--- src/rtl/rf_wr_arbiter.sv ---
// Register-file write-port arbiter: per-requester FIFOs, oldest-first grant,
// registered write port and a registered stall raised before any FIFO can overflow.
module rf_wr_arbiter #(
    parameter int NREQ  = 2,
    parameter int DEPTH = 4
) (
    input  logic                clk,
    input  logic                rst,
    input  logic [NREQ-1:0]     req_valid,
    input  logic [NREQ*5-1:0]   req_rd,
    input  logic [NREQ*32-1:0]  req_data,
    output logic                stall,
    output logic                wr_en,
    output logic [4:0]          wr_rd,
    output logic [31:0]         wr_data,
    output logic                overflow_err
);
    localparam int SW = $clog2(NREQ*DEPTH) + 1;
    localparam int PW = $clog2(DEPTH);
    localparam int CW = PW + 1;
    localparam int GW = (NREQ > 1) ? $clog2(NREQ) : 1;
    localparam logic [CW-1:0] FULL_CNT  = CW'(DEPTH);
    localparam logic [CW-1:0] STALL_CNT = CW'(DEPTH - 1);

    logic [4:0]    rd_mem    [NREQ][DEPTH];
    logic [31:0]   data_mem  [NREQ][DEPTH];
    logic [SW-1:0] stamp_mem [NREQ][DEPTH];

    logic [PW-1:0] wptr      [NREQ];
    logic [PW-1:0] rptr      [NREQ];
    logic [CW-1:0] count     [NREQ];
    logic [CW-1:0] count_nxt [NREQ];

    logic [SW-1:0]   cnt;
    logic [NREQ-1:0] push_try;
    logic [NREQ-1:0] push_ok;
    logic [NREQ-1:0] pop;
    logic            grant_valid;
    logic [GW-1:0]   grant_idx;
    logic [SW-1:0]   best_age;
    logic [SW-1:0]   age;
    logic            stall_nxt;
    logic            stall_q;
    logic            overflow_q;

    // Full check uses the current count, so a full FIFO rejects a push even if it pops this cycle.
    always_comb begin
        push_try = '0;
        push_ok  = '0;
        for (int i = 0; i < NREQ; i++) begin
            push_try[i] = req_valid[i] && !stall_q && (req_rd[5*i +: 5] != 5'd0);
            push_ok[i]  = push_try[i] && (count[i] != FULL_CNT);
        end
    end

    // Oldest head wins; strict '>' keeps the lowest index on equal age.
    always_comb begin
        grant_valid = 1'b0;
        grant_idx   = '0;
        best_age    = '0;
        age         = '0;
        for (int i = 0; i < NREQ; i++) begin
            age = cnt - stamp_mem[i][rptr[i]];
            if ((count[i] != '0) && (!grant_valid || (age > best_age))) begin
                grant_valid = 1'b1;
                grant_idx   = GW'(i);
                best_age    = age;
            end
        end
        pop = '0;
        if (grant_valid) pop[grant_idx] = 1'b1;
    end

    always_comb begin
        stall_nxt = 1'b0;
        for (int i = 0; i < NREQ; i++) begin
            count_nxt[i] = count[i] + CW'(push_ok[i]) - CW'(pop[i]);
            if (count_nxt[i] >= STALL_CNT) stall_nxt = 1'b1;
        end
    end

    always_ff @(posedge clk) begin
        for (int i = 0; i < NREQ; i++) begin
            if (push_ok[i]) begin
                rd_mem[i][wptr[i]]    <= req_rd[5*i +: 5];
                data_mem[i][wptr[i]]  <= req_data[32*i +: 32];
                stamp_mem[i][wptr[i]] <= cnt;
            end
        end
    end

    always_ff @(posedge clk or posedge rst) begin
        if (rst) begin
            cnt        <= '0;
            stall_q    <= 1'b0;
            overflow_q <= 1'b0;
            wr_en      <= 1'b0;
            wr_rd      <= '0;
            wr_data    <= '0;
            for (int i = 0; i < NREQ; i++) begin
                wptr[i]  <= '0;
                rptr[i]  <= '0;
                count[i] <= '0;
            end
        end else begin
            cnt     <= cnt + SW'(1);
            stall_q <= stall_nxt;
            if (|(push_try & ~push_ok)) overflow_q <= 1'b1;
            for (int i = 0; i < NREQ; i++) begin
                count[i] <= count_nxt[i];
                if (push_ok[i]) wptr[i] <= wptr[i] + PW'(1);
                if (pop[i])     rptr[i] <= rptr[i] + PW'(1);
            end
            wr_en <= grant_valid;
            if (grant_valid) begin
                wr_rd   <= rd_mem[grant_idx][rptr[grant_idx]];
                wr_data <= data_mem[grant_idx][rptr[grant_idx]];
            end
        end
    end

    assign stall        = stall_q;
    assign overflow_err = overflow_q;
endmodule

--- config.mk ---
export PLATFORM = sky130hd
export DESIGN_NAME = rf_wr_arbiter
export DESIGN_NICKNAME = d
export VERILOG_FILES = /design/src/rtl/rf_wr_arbiter.sv
export SDC_FILE = /design/constraint.sdc
export NUM_CORES = 1
export LEC_CHECK = 0
export CORE_MARGIN = 10
export CORE_UTILIZATION = 40
export CTS_CLUSTER_DIAMETER = 60
export DETAILED_ROUTE_END_ITERATION = 6
export SYNTH_ARGS = -nofsm -noshare
export SYNTH_HDL_FRONTEND = slang
export SYNTH_SLANG_ARGS = --single-unit
--- constraint.sdc ---
create_clock -name clk -period 7.1 [get_ports clk]
set_input_delay 1.42 -clock clk [delete_from_list [all_inputs] [get_ports clk]]
set_output_delay 1.42 -clock clk [all_outputs]
set_load 0.01 [all_outputs]
==> metrics.md <==
| Metric | Value |
|---|---|
| Clk_lat worst skew | 0.53 ns |
| Overall power | a little under 8 mW |
| CTS tree | yes |
| P&R area growth vs syn | 20.3% |
| Largest net degree at the start of global routing | a little under 60 |
| Cts bufs inserted | 42 |
| Max-capacitance violation count | 0 |
| Resized Gates After CTS | 0 |
| Final Hold Fails | 0 |
| TritonRoute pass-1 iters | 4 |
| Initial core utilization | 40.8% |
| Clock slew at reported path FFs | 0.06 ns |
| Crit path cell chain | mux4_2 > inv_1 > ha_1 > a21o_1 > a21oi_1 > xnor2_1 > xnor2_1 > ha_1 > nand4_1 > o21ai_0 > o21ai_4 > ha_1 > inv_1 > ha_1 > fa_1 > xnor2_1 > xnor2_1 > nor2_1 > nand2_1 |
| EDFF count, synth | ~330 |
| Initial DRC count | between 300 and 400 |
| First-pass GRT wire length | 49.4 mm |
| Die Width | ~210 um |
| Status | finished, final reports clean |
| Yosys top cell area share | 65.7% |
| Placed insts | 1294 |
| Sequential area share after synthesis | 75.4% |
| Die area | about 0.046 mm2 |
| Crit-path leading delay family | compound AO/OA/AOI/OAI gates |
| CTS Hold Bufs | 0 |
| Die height | 214 um |
| Critical path type | flip-flop to flip-flop |
| CP arrival | 5.56 ns |
| Final instance area | about 0.018 mm2 |
| Post-Route Utilization | 49.1% |
| Peak supply drop | 0.483 mV |
| # Post-CTS Setup Buffers | 0 |
| Least-Margin Pin Slew | 1.14 ns |
| Core area | 0.0368 mm2 |
| Async S/R FF share, synth | 15.0% |
| Finished Layout Cells | 1372 |
| Buf+Inv Stages, Crit Path | 2 |
| CTS Buffer Depth | 3 |
| Fin crit period | 5.15 ns |
| Total grt overflow | 0 |
| Final worst-path cycle share | 72.6% |
| RSZ-0062 raised after global routing | false |
| Synth Register Bits | 386 |
| Layout cells sized above 1 | between 20% and 30% |
| Routed len/inst | 23.6 um |
| Placed Area | around 0.017 mm2 |
| Leak Pwr | 6.18 nW |
| Worst slack, placed | 1.89 ns |
| Nets | 975 |
| # port buffers | 117 |
| Worst setup SP type | flip-flop |
| Vias in the first global route | 7816 |
| CTS sink count | 386 |
| Synth area leaders | edfxtp_1 (66%), mux4_2 (12%), dfrtp_1 (9.7%), ha_1 (1.9%), a22oi_1 (1.5%) |
| Power per cell area | 441 mW/mm2 |
| Mapped Nets | 837 |
| # diodes | 0 |
| WL final | 32.3 mm |
| Worst Setup End Kind | flip-flop |
| Hold Slack | 0.485 ns |
| Final ANT Viol Nets | 0 |
| Vias post-DR | 7240 |
| Site Rows | 70 |
| Synthesized area | 0.0150 mm2 |
| Setup TNS | 0 ns |
| Ys flop type | edfxtp_1 |
| # DRC | 0 |
| Worst EP required | 7.51 ns |
| Initial antenna violation count | 4 |
| CP max-delay cell | o21ai_4 |
| Tot GR Track Use | 14.4% |
| H-tree lvl count | 2 |
| IO Pins | 118 |
| Adder-cell share of the synthesized area | under 10% |
| Leading cell types in the layout, fill and taps excluded | edfxtp_1 (328), clkdlybuf4s50_1 (117), mux4_2 (82) |
| Most common cell after layout, fill and taps aside | edfxtp_1 |
| Worst Path Max Fanout | 40 |
| Final GP Congestion | 0.747 |
| Ys Warns | 0 |
| Synth Instances | 732 |
| Hold WC Path Type | flip-flop to flip-flop |
| Final Skew | about 0.014 ns |
| Yosys cell types | 43 |
| Mux cell area share after synthesis | about an eighth |
| Final setup viols | 0 |
| Final Worst Setup Slack | 1.95 ns |
| Compound-cell area share of the yosys netlist | 4.12% |
| Post-synthesis area per instance | 20.5 um2 |
| Post-synthesis xor/xnor area fraction | 1.05% |
| Slew margin rel. | 23.8% |
| Largest stage delay, worst path | 0.82 ns |
| Area leader, netlist | edfxtp_1 |
| Max frequency | 194 MHz |
| Clock root cell | clkbuf_16 |
| Largest family of logic cells by synthesized area | multiplexers |
| Simple-gate portion of the synthesized area | 2.44% |
| Avg Vias per Cell | 5.28 |
| DP HPWL | 20.3 mm |
| Slew Viols, Final | 0 |
==> registers in the layout, summed over array words and instances (netlist names), 4 cells and up <==
| name | cells |
|---|---|
| count | 6 |
| stamp_mem | 32 |
| wr_rd | 5 |
| cnt | 4 |
| data_mem | 256 |
| wptr | 4 |
| rd_mem | 40 |
| wr_data | 32 |
| rptr | 4 |
==> kinds of logic (layout without fill, tap and decap cells) <==
logic type	after synthesis	count (layout)
flops	386	386
compound gates	85	85
mux	84	84
simple gates	74	74
buf+inv	58	230
fa+ha+maj	27	27
xor+xnor	18	18
==> metal layers <==
metal	GRT usage, %	share of wire, %	vias to the layer above
li1	-	-	3206
met1	20.8	46	3787
met2	21.4	46	202
met3	3.69	7.1	39
met4	3.72	1.5	6
met5	0	0.12	-
==> final timing paths <==
check	start	cells after the start	slack (ns)	endpoint
hold / removal	overflow_err	2	0.48	overflow_err
hold reg to reg	overflow_err	2	0.48	overflow_err
setup reg to reg	rptr[0]	19	1.95	stall
min in group asynchronous	rst	3	1.45	rptr[0]
max in group asynchronous	rst	3	5.04	rptr[3]
setup / recovery	rptr[0]	19	1.95	stall
==> report_power, final <==
group          leakage (nW)  switching [mW]  internal, mW
Clock                 0.689           0.847          1.32
Sequential             3.64           0.215          2.77
Combinational          1.85            1.59          1.22
Total                  6.18            2.65          5.31
==> synthesized netlist by cell type, drive strengths merged (4+ instances only) <==
cell type	count
xnor2	12
nor2	10
and2	9
xor2	6
mux4	82
o21ai	38
clkbuf	14
edfxtp	328
fa	4
buf	23
dfrtp	58
inv	21
ha	23
a22oi	37
nand2	44
==> worst min-delay path: stages, from the launching register on <==
cell,delay (ns)
dfrtp_1,0.35
a31oi_1,0.04
nand2_1,0.06
==> layout make-up <==
cell class                      count  area (um2)
Clock buffer                       61        1240
Clock inverter                     17         159
Tap cell                          468         586
Timing Repair Buffer              131        1280
Inverter                           21        78.8
Multi-Input combinational cell    288        3400
Fill cell                        3003       18700
Sequential cell                   386       11300
Power figures use the tool's default switching activity.
